File: src/rtl/snd_pwmfeeder.sv
// snd_pwmfeeder
// Write-side feeder for the PWM sample buffer. Takes 16-bit signed PCM samples
// on a valid/ready handshake and requantizes each into OSR duty codes in
// 0..LEVELS using first-order error-feedback noise shaping. The codes are
// written into the PWM buffer FIFO.
//
// Ports
//   ACLK           system clock
//   ARST           synchronous active-high reset
//   COMMAND[1:0]   01 play, 00/10 pause, 11 flush (registered once before use)
//   S_DATA[15:0]   signed PCM sample
//   S_VALID        sample valid
//   S_READY        sample accepted when S_VALID & S_READY at an edge
//   pwmBUF_WREADY  buffer can take a write this cycle
//   pwmBUF_WR      registered write strobe, one cycle per code
//   pwm_dout[3:0]  registered duty code; holds when no write occurs
//   UNDRCNT[15:0]  saturating count of starved write slots
//
// state   | meaning
// --------+---------------------------------------------------------
// ST_IDLE | waiting for a sample; counts underruns while playing
// ST_EMIT | writing OSR codes for samp_q, stalls while WREADY is low

module snd_pwmfeeder #(
   parameter int OSR    = 8,
   parameter int LEVELS = 12
) (
   input  logic        ACLK,
   input  logic        ARST,
   input  logic [1:0]  COMMAND,
   input  logic [15:0] S_DATA,
   input  logic        S_VALID,
   output logic        S_READY,
   input  logic        pwmBUF_WREADY,
   output logic        pwmBUF_WR,
   output logic [3:0]  pwm_dout,
   output logic [15:0] UNDRCNT
);

   typedef enum logic {ST_IDLE, ST_EMIT} state_t;

   state_t      state_q, state_d;
   logic [1:0]  com_q, com_d;
   logic [15:0] samp_q, samp_d;
   logic [15:0] err_q, err_d;
   logic [3:0]  rep_q, rep_d;
   logic        wr_q, wr_d;
   logic [3:0]  dout_q, dout_d;
   logic [15:0] undr_q, undr_d;

   logic        play;
   logic        flush;
   logic [19:0] acc;

   always_ff @(posedge ACLK) begin
      if (ARST) begin
         state_q <= ST_IDLE;
         com_q   <= 2'b00;
         samp_q  <= 16'd0;
         err_q   <= 16'd0;
         rep_q   <= 4'd0;
         wr_q    <= 1'b0;
         dout_q  <= 4'd0;
         undr_q  <= 16'd0;
      end else begin
         state_q <= state_d;
         com_q   <= com_d;
         samp_q  <= samp_d;
         err_q   <= err_d;
         rep_q   <= rep_d;
         wr_q    <= wr_d;
         dout_q  <= dout_d;
         undr_q  <= undr_d;
      end
   end

   always_comb begin
      state_d = state_q;
      com_d   = COMMAND;
      samp_d  = samp_q;
      err_d   = err_q;
      rep_d   = rep_q;
      wr_d    = 1'b0;
      dout_d  = dout_q;
      undr_d  = undr_q;

      play  = (com_q == 2'b01);
      flush = (com_q == 2'b11);
      // Worst case 65535*LEVELS + 65535 still fits in 20 bits for LEVELS <= 15,
      // and the top nibble can never exceed LEVELS, so no clamp is needed.
      acc   = 20'(samp_q) * 20'(LEVELS) + {4'd0, err_q};

      if (flush) begin
         // Buffer is being reset alongside us: abort and write nothing.
         state_d = ST_IDLE;
         err_d   = 16'd0;
         rep_d   = 4'd0;
         undr_d  = 16'd0;
      end else begin
         unique case (state_q)
            ST_IDLE: begin
               if (play && S_VALID) begin
                  samp_d  = {~S_DATA[15], S_DATA[14:0]};
                  rep_d   = 4'd0;
                  state_d = ST_EMIT;
               end else if (play && pwmBUF_WREADY && (undr_q != 16'hFFFF)) begin
                  undr_d = undr_q + 16'd1;
               end
            end
            ST_EMIT: begin
               if (pwmBUF_WREADY) begin
                  dout_d = acc[19:16];
                  err_d  = acc[15:0];
                  wr_d   = 1'b1;
                  rep_d  = rep_q + 4'd1;
                  if (rep_q == 4'(OSR - 1)) begin
                     state_d = ST_IDLE;
                  end
               end
            end
            default: state_d = ST_IDLE;
         endcase
      end
   end

   assign S_READY   = (state_q == ST_IDLE) && (com_q == 2'b01);
   assign pwmBUF_WR = wr_q;
   assign pwm_dout  = dout_q;
   assign UNDRCNT   = undr_q;

endmodule

File: config.mk
export PLATFORM = sky130hd
export DESIGN_NAME = snd_pwmfeeder
export DESIGN_NICKNAME = d
export VERILOG_FILES = /design/src/rtl/snd_pwmfeeder.sv
export SDC_FILE = /design/constraint.sdc
export NUM_CORES = 1
export LEC_CHECK = 0
export BUFFER_PORTS_ARGS = -buffer_cell sky130_fd_sc_hd__buf_2
export CAP_MARGIN = 10
export CORE_ASPECT_RATIO = 1.25
export CORE_MARGIN = 2
export CORE_UTILIZATION = 53
export DETAILED_ROUTE_END_ITERATION = 8
export PLACE_DENSITY = 0.77
export SLEW_MARGIN = 10
export SYNTH_ARGS = -nofsm -noshare
export SYNTH_HDL_FRONTEND = slang
export SYNTH_SLANG_ARGS = --single-unit
File: constraint.sdc
create_clock -name ACLK -period 3.7 [get_ports ACLK]
set_input_delay 0.555 -clock ACLK [delete_from_list [all_inputs] [get_ports ACLK]]
set_output_delay 0.555 -clock ACLK [all_outputs]
set_load 0.05 [all_outputs]
==> metrics.txt, run 1 <==
status completed; H-Tree Level Count 3; PwrDens 341.5 nW/um^2; HP Start S_DATA[15]; initial drt markers 99; Starting Density 0.5477; clk slew on worst S/H paths 0.07 ns; Yosys warnings 0; dominant cells by area after synthesis dfxtp_1 (32%), ha_1 (11%), a21oi_1 (8.6%); Critical Path Sink Type register; clk sinks 58; CP startpoint kind register; ant diodes 0; Setup CP Type register to register; fin area 4314 sq um; # fillers 544; DP Worst Slack -0.08395 ns; Top Ports 44; die extent in x 77.68 um; R2R Setup Slk 0.11 ns; first-pass GRT wire length 13,230 um; PortBufs 43; Post-synth EDFFs 0; Routability Congestion 0.7894; Required @ worst endpoint 3.96 ns; Tmin final 3.591 ns; max_slew headroom 0.2752; Synth area leader dfxtp_1; CP Data Arrival Time 3.85 ns; cell with the most instances on the worst path ha_1; Synth top area share 0.3229; Total GRT Usage 0.2197; number of global-route vias before repair 3,156; RSZ-0062 raised after global routing true; hpwl dp 5769 um; final setup margin 0.1091 ns; slowest stage delay, CP 0.46 ns; grt total ovfl 0; core box area 6565 sq um; Placement Cell Area 3973 sq um; cell with the most instances after synthesis nand2_1; Clock Latency Late Sink 0.34 ns; part of the Yosys area used for sequential elements 0.3229; slowest stage cell, crit path or4_1; max frequency 0.2785 GHz; Most used DFF post-synth dfxtp_1; worst ir drop on vdd 0.0002418 V; clk_skew 0.006696 ns; FP Rows 33; initial antenna violation count 0; P_leak 1.871 nW; actual slew at the worst max-slew pin 1.087 ns; CTS buffer count 9; via count 3,319; Nets 564; Post-synth ARST share 0; CTS tree built; P&R area growth vs syn 19.97%; Syn Std Cell Area 3596 sq um; r2r endpoint pwm_dout[3]; FF+latch count, synth 58; hold-critical path depth 2; Post-synth top cells nand2_1 (75), a21oi_1 (62), dfxtp_1 (58); fraction of layout cells with a size suffix above 1 0.1910; R2R Path Start samp_q[1]; largest net degree at the start of global routing 29; syn avg cell area 8.027 sq um; Max Transition Viols Final 0; CP max FO 5; distinct cell type count after synthesis 53; MaxCap Viol Count 0; Clock Path Buffers 2; post-route clock period utilization 0.9705; HP Class input pin to register; total power 1.473 mW; Synth Instances 448; syn nets 504; WL/cell 13.10 um; First-pass DRT Iterations 5; antenna-violating nets left 0; setup violators final 0; vias per cell 5.532; Residual DRC 0; Post-Route WL 7861 um; CP Cell Sequence buf_4 > ha_1 > a211oi_1 > nor2_1 > o21ai_1 > o21bai_1 > a21oi_1 > xnor2_1 > ha_1 > nand2_1 > o311ai_4 > o41ai_4 > or4_1 > and3_1 > a211oi_2; Min-Delay Endpoint samp_q[15]; clock root buffer clkbuf_8; Worst Reg2Reg Path Length in Cells 15; Final Hold Violating Endpoints 0; die area 7464 sq um; die height 96.09 um
[power breakdown]
| group | internal (mW) | switching, mW | total (mW) |
|---|---|---|---|
| Clock | 0.433 | 0.264 | 0.697 |
| Sequential | 0.635 | 0.00884 | 0.644 |
| Combinational | 0.0538 | 0.0782 | 0.132 |
| Total | 1.12 | 0.351 | 1.47 |
[metrics by stage]
stage | hold slack, ns | TNS [ns] | util | cells
3_5_place_dp | 0.4445 | -0.08395 | 0.6051 | 579
2_1_floorplan | 0.4221 | 0 | - | 448
3_3_place_gp | 0.4386 | 0 | 0.6051 | 579
6_report | 0.3835 | 0 | 0.6571 | 600
5_1_grt | 0.3736 | -0.09310 | 0.6571 | 600
4_1_cts | 0.3778 | 0 | 0.6468 | 596
[state kept, by name, indices dropped and copies added, names as in the netlist]
signal,cells
UNDRCNT,16
com_q,2
err_q,14
pwmBUF_WR,1
pwm_dout,4
rep_q,4
samp_q,16
state_q,1
[cell families (layout without fill, tap and decap cells)]
kind of cell | after synthesis | after routing | share of synthesized area
compound gates | 127 | 127 | 0.2317
xor+xnor | 33 | 33 | 0.08038
fa+ha+maj | 34 | 34 | 0.1225
buf+inv | 24 | 89 | 0.02505
flops | 58 | 58 | 0.3229
mux | 2 | 2 | 0.005567
simple gates | 170 | 170 | 0.2119
[placed cells by master, fill, tap and decap left out, types with 2 or more instances in the layout]
cell       Yosys  final
and2_1         4      4
nand3_1       11     11
nor2_1        45     45
a211oi_1       4      4
or3_1          7      7
o41ai_4        1      2
nand4_1        3      3
a2bb2oi_1      2      2
nor2b_1        4      3
o21a_1         4      3
ha_1          32     31
o211ai_1       2      2
buf_4          0     18
inv_1         12     11
bufinv_16      0      2
nand2b_1       4      4
a21oi_1       62     60
clkbuf_8       0     12
a31oi_1        2      2
nor3_1         5      5
o21ai_1        3      5
o21ai_0       19     16
nand2_1       75     75
and4_1         3      3
dfxtp_1       58     57
and3_1         3      3
a21oi_2        0      2
mux2i_1        2      2
xnor2_1       25     25
nor4_1         2      2
o21bai_1       5      5
buf_2          0     43
a21o_1         5      5
xor2_1         8      8
[worst max-delay path by stage]
stage | startpoint | endpoint | slack [ns] | cells after the start
2_1_floorplan | samp_q[0] | pwm_dout[3] | 0.11 | 16
4_1_cts | samp_q[0] | pwm_dout[3] | 0.02 | 19
5_1_grt | samp_q[2] | pwm_dout[3] | -0.09 | 17
3_3_place_gp | samp_q[0] | pwm_dout[3] | 0.08 | 18
6_report | samp_q[1] | pwm_dout[3] | 0.11 | 15
3_5_place_dp | samp_q[0] | pwm_dout[3] | -0.08 | 18
[per-layer routing]
layer,up-vias,GRT usage,wire (um)
met5,-,0,0
met4,0,0.07887,158
met3,12,0.04409,352
met2,70,0.4138,4019
met1,1529,0.2445,3331
li1,1708,-,-
[area by class of cell]
| cell class | instances | area, sq um | share of cell area |
|---|---|---|---|
| Clock buffer | 12 | 165.2 | 0.03828 |
| Clock inverter | 4 | 72.57 | 0.01682 |
| Inverter | 12 | 45.04 | 0.01044 |
| Multi-Input combinational cell | 366 | 2410 | 0.5586 |
| Sequential cell | 58 | 1162 | 0.2694 |
| Tap cell | 87 | 108.9 | 0.02523 |
| Timing Repair Buffer | 61 | 350.3 | 0.08121 |
[critical path, delay by kind of cell, from the launching register on]
kind,cells,cell delay (ns)
flops,1,0.31
buf+inv,1,0.13
xor+xnor,1,0.09
simple gates,4,0.86
fa+ha+maj,2,0.67
compound gates,7,1.43
[timing repair]
item | CTS | global route
hold buffers | 0 | 0
pin swaps | 6 | 9
setup endpoints to repair | 1 | 4
setup buffers | 1 | 4
resized for setup | 6 | 12
Power figures use the tool's default switching activity.
==> run 2: changes to the inputs <==
--- a/config.mk
+++ b/config.mk
@@ -7,11 +7,13 @@
 export LEC_CHECK = 0
 export BUFFER_PORTS_ARGS = -buffer_cell sky130_fd_sc_hd__buf_2
 export CAP_MARGIN = 10
+export CELL_PAD_IN_SITES_DETAIL_PLACEMENT = 1
+export CELL_PAD_IN_SITES_GLOBAL_PLACEMENT = 1
 export CORE_ASPECT_RATIO = 1.25
 export CORE_MARGIN = 2
-export CORE_UTILIZATION = 53
+export CORE_UTILIZATION = 39
 export DETAILED_ROUTE_END_ITERATION = 8
-export PLACE_DENSITY = 0.77
+export PLACE_DENSITY_LB_ADDON = 0.1
 export SLEW_MARGIN = 10
 export SYNTH_ARGS = -nofsm -noshare
 export SYNTH_HDL_FRONTEND = slang
==> metrics.txt, run 2 (same netlist as run 1, synthesis figures left out) <==
largest net degree at the start of global routing 29; MaxCap Viol Count 0; status finished with violations; hpwl dp 6915 um; WL/cell 15.24 um; Residual DRC 0; crit path from samp_q[1]; number of global-route vias before repair 3,499; CP Cell Sequence ha_4 > inv_4 > fa_2 > nor2b_2 > o31a_2 > o41ai_4 > inv_1 > a21oi_2 > xnor2_1 > ha_1 > nand4_1 > o311ai_4 > buf_4 > o41ai_4 > or4_1 > and3_1 > a211oi_2; Placement Cell Area 4033 sq um; HP Class input pin to register; Worst Reg2Reg Path Length in Cells 17; Nets 567; top sig layer met4; CP max FO 4; vias per cell 5.371; R2R Setup Slk -0.02 ns; die height 111.4 um; first-pass GRT wire length 16,430 um; Post-Route WL 9739 um; # fillers 1,161; slowest stage delay, CP 0.40 ns; P&R area growth vs syn 24.91%; Top Ports 44; R2R Path Start samp_q[1]; Tmin final 3.724 ns; met3 routed WL 227 um; RSZ-0062 raised after global routing true; Clock Latency Late Sink 0.33 ns; slowest stage cell, crit path or4_1; commonest non-fill, non-tap cell in the layout nand2_1; core box area 9076 sq um; H-Tree Level Count 3; post-route clock period utilization 1.006; clock root buffer clkbuf_16; failing checks setup timing; cell with the most instances on the worst path o41ai_4; First-pass DRT Iterations 4; antenna-violating nets left 0; grt total ovfl 0; Final Hold Violating Endpoints 0; initial drt markers 96; actual slew at the worst max-slew pin 0.7232 ns; PortBufs 43; Setup CP Type register to register; Worst Setup EP pwm_dout[3]; die area 10,010 sq um; max frequency 0.2686 GHz; met2 WL 5055 um; die extent in x 89.89 um; FP Rows 39; clk slew on worst S/H paths 0.06 ns; ant diodes 0; CP Data Arrival Time 3.97 ns; P_leak 1.923 nW; Final Core Density 0.4949; final setup margin -0.02362 ns; max_slew headroom 0.5179; most frequent cells in the layout nand2_1 (73), a21oi_1 (61), dfxtp_1 (55); CTS tree built; initial antenna violation count 0; fraction of layout cells with a size suffix above 1 0.2054; PwrDens 363.4 nW/um^2; Max Transition Viols Final 0; CP startpoint kind register; fin area 4492 sq um; Hold WS 0.4008 ns; Clock Path Buffers 2; setup violators final 1; Starting Density 0.3962; CTS buffer count 9; multi-input combinational cell area 2456 sq um; clk sinks 58; total power 1.632 mW; Routability Congestion 0.7806; Register Area 1165 sq um; Required @ worst endpoint 3.95 ns; clk_skew 0.003701 ns; r2r endpoint pwm_dout[3]; via count 3,432; worst ir drop on vdd 0.0001585 V; Total GRT Usage 0.2010; M1 WL 4282 um; Critical Path Sink Type register
run 2: cell count changes in the layout (fill, tap and decap cells not counted), moves of 2 or more:
cell / change
buf_4: +3
clkbuf_16: +9
clkbuf_8: -11
clkinv_2: +2
dfxtp_1: -2
dfxtp_2: +2
ha_4: +2
nand2_1: -2
nand2_2: +2
run 2: timing repair:
| action | in CTS | in global routing |
|---|---|---|
| hold endpoints to repair | 0 | 0 |
| buffers inserted | 4 | 3 |
| pin swaps | 17 | 12 |
| gates resized for setup | 21 | 5 |
| endpoints found under the setup margin | 2 | 4 |
| hold buffers | 0 | 0 |
run 2: per-layer routing:
layer / global-route usage / vias to the layer above
li1: - / 1719
met1: 0.2255 / 1656
met2: 0.3788 / 43
met3: 0.03721 / 14
met4: 0.07077 / 0
met5: 0 / -
run 2: where the power goes:
part	switching [mW]	total [mW]	internal, mW
logic	0.0839	0.140	0.0559
registers	0.00955	0.645	0.636
clock network	0.310	0.847	0.537
run 2: worst min-delay path by stage:
stage                 from     endpoint  slack [ns]  depth (start not counted)
2_1_floorplan     rep_q[3]     rep_q[3]        0.42                          1
3_3_place_gp   pwm_dout[1]  pwm_dout[1]        0.44                          2
3_5_place_dp   pwm_dout[1]  pwm_dout[1]        0.45                          2
4_1_cts         S_DATA[15]   samp_q[15]        0.39                          2
5_1_grt         S_DATA[15]   samp_q[15]        0.41                          2
6_report        S_DATA[15]   samp_q[15]        0.40                          2
run 2: through the flow:
| stage | setup TNS, ns | instances | worst slack [ns] |
|---|---|---|---|
| after floorplan | 0 | 448 | 0.1117 |
| after global placement | 0 | 617 | 0.04873 |
| after detailed placement | -0.05457 | 617 | -0.05457 |
| after CTS | -0.01104 | 637 | -0.01104 |
| after global routing | -0.3387 | 639 | -0.2548 |
| final | -0.02362 | 639 | -0.02362 |
run 2: layout make-up:
class	instances	share of cell area
clock inverters	5	0.01198
multi-input cells	366	0.5468
clock buffers	11	0.05404
flip-flops and latches	58	0.2593
repair buffers	64	0.08301
well taps	123	0.03426
inverters	12	0.01058
run 2: worst max-delay path, delay by kind of cell (launching register included):
family                     cells  cell delay [ns]
buffers and inverters          3             0.31
and+or+nand+nor                4             0.83
adders and majority gates      3             0.71
xor gates and xnor gates       1             0.08
DFF                            1             0.33
AOI/OAI and AO/OA              6             1.37
==> run 3: changes to the inputs <==
--- a/config.mk
+++ b/config.mk
@@ -14,6 +14,7 @@
 export CORE_UTILIZATION = 39
 export DETAILED_ROUTE_END_ITERATION = 8
 export PLACE_DENSITY_LB_ADDON = 0.1
+export RECOVER_POWER = 25
 export SLEW_MARGIN = 10
 export SYNTH_ARGS = -nofsm -noshare
 export SYNTH_HDL_FRONTEND = slang
==> metrics.txt, run 3 (same netlist as run 1, synthesis figures left out) <==
actual slew at the worst max-slew pin 1.350 ns; First-pass DRT Iterations 4; most frequent cells in the layout nand2_1 (73), a21oi_1 (61), dfxtp_1 (55); slowest stage delay, CP 0.40 ns; Clock Latency Late Sink 0.33 ns; max_slew headroom 0.09980; cell with the most instances on the worst path o41ai_4; total power 1.631 mW; Starting Density 0.3962; via count 3,437; HP Class input pin to register; first-pass GRT wire length 16,430 um; antenna-violating nets left 0; post-route clock period utilization 1.007; PwrDens 364.9 nW/um^2; RSZ-0062 raised after global routing true; commonest non-fill, non-tap cell in the layout nand2_1; Required @ worst endpoint 3.95 ns; MaxCap Viol Count 0; die height 111.4 um; max frequency 0.2684 GHz; failing checks setup timing; PortBufs 43; CP Data Arrival Time 3.98 ns; H-Tree Level Count 3; CTS buffer count 9; ant diodes 0; largest net degree at the start of global routing 29; fraction of layout cells with a size suffix above 1 0.1744; die extent in x 89.89 um; Final Hold Violating Endpoints 0; final setup margin -0.02521 ns; Final Core Density 0.4924; Max Transition Viols Final 0; CP Cell Sequence ha_4 > inv_4 > fa_2 > nor2b_2 > o31a_2 > o41ai_4 > inv_1 > a21oi_2 > xnor2_1 > ha_1 > nand4_1 > o311ai_4 > buf_4 > o41ai_4 > or4_1 > and3_1 > a211oi_2; status finished with violations; worst ir drop on vdd 0.0001593 V; grt total ovfl 0; DP Worst Slack -0.05457 ns; vias per cell 5.379; CTS tree built; Setup CP Type register to register; initial drt markers 102; Clock Path Buffers 2; Nets 567; Top Ports 44; Routability Congestion 0.7806; hpwl dp 6915 um; # fillers 1,172; clk slew on worst S/H paths 0.06 ns; P_leak 1.853 nW; Post-Route WL 9747 um; clk sinks 58; Critical Path Sink Type register; Total GRT Usage 0.2010; Tmin final 3.725 ns; Residual DRC 0; core box area 9076 sq um; WL/cell 15.25 um; FP Rows 39; CP max FO 4; CP startpoint kind register; initial antenna violation count 0; Hold Buf Count CTS 0; P&R area growth vs syn 24.29%; Inst Count DP 617; clock root buffer clkbuf_16; setup violators final 1; number of global-route vias before repair 3,499; clk_skew 0.004181 ns; fin cells 639; slowest stage cell, crit path or4_1; die area 10,010 sq um
run 3: cell count changes in the layout (fill, tap and decap cells not counted):
| cell | delta |
|---|---|
| buf_2 | -15 |
| buf_4 | -1 |
| clkbuf_1 | +16 |
run 3: layout make-up:
type / count / area, sq um / share of cell area
clock inverter: 5 / 53.80 / 0.01204
clock buffer: 11 / 242.7 / 0.05431
sequential: 58 / 1165 / 0.2606
inverter: 12 / 47.55 / 0.01064
multi-input combinational: 366 / 2456 / 0.5496
timing repair buffer: 64 / 350.3 / 0.07839
tap: 123 / 153.9 / 0.03443
run 3: report_power, final:
part / switching (mW) / internal (mW) / total, mW
Clock: 0.310 / 0.537 / 0.847
Combinational: 0.0837 / 0.0550 / 0.139
Sequential: 0.00958 / 0.636 / 0.645
Total: 0.403 / 1.23 / 1.63
run 3: path summary, 6_finish.rpt:
| check | from | endpoint | slack, ns | depth (start not counted) |
|---|---|---|---|---|
| min reg2reg | pwm_dout[1] | pwm_dout[1] | 0.46 | 2 |
| min | S_DATA[15] | samp_q[15] | 0.40 | 2 |
| max reg2reg | samp_q[1] | pwm_dout[3] | -0.03 | 17 |
| max | samp_q[1] | pwm_dout[3] | -0.03 | 17 |
run 3: worst max-delay path, delay by kind of cell, from the launching register on:
family                     cells  cell delay (ns)
and+or+nand+nor                4             0.84
AOI/OAI and AO/OA              6             1.37
DFF                            1             0.33
buffers and inverters          3             0.31
xor gates and xnor gates       1             0.08
adders and majority gates      3             0.71
run 3: stage by stage:
| step | hold slack [ns] | TNS [ns] | cell area [sq um] |
|---|---|---|---|
| 6_report | 0.3997 | -0.02521 | 4469 |
| 5_1_grt | 0.4110 | -0.3387 | 4469 |
| 4_1_cts | 0.3908 | -0.01104 | 4446 |
| 3_5_place_dp | 0.4502 | -0.05457 | 4033 |
| 3_3_place_gp | 0.4412 | 0 | 4033 |
| 2_1_floorplan | 0.4221 | 0 | 3596 |
run 3: timing repair:
action,in CTS,in global routing
endpoints found under the setup margin,2,4
pin swaps,17,12
resized for setup,21,5
buffers inserted,4,3
cloned,0,0
run 3: layer usage:
metal	wire length, um	GRT usage
met2	5063	0.3788
met1	4244	0.2255
met5	0	0
met4	201	0.07077
met3	237	0.03721
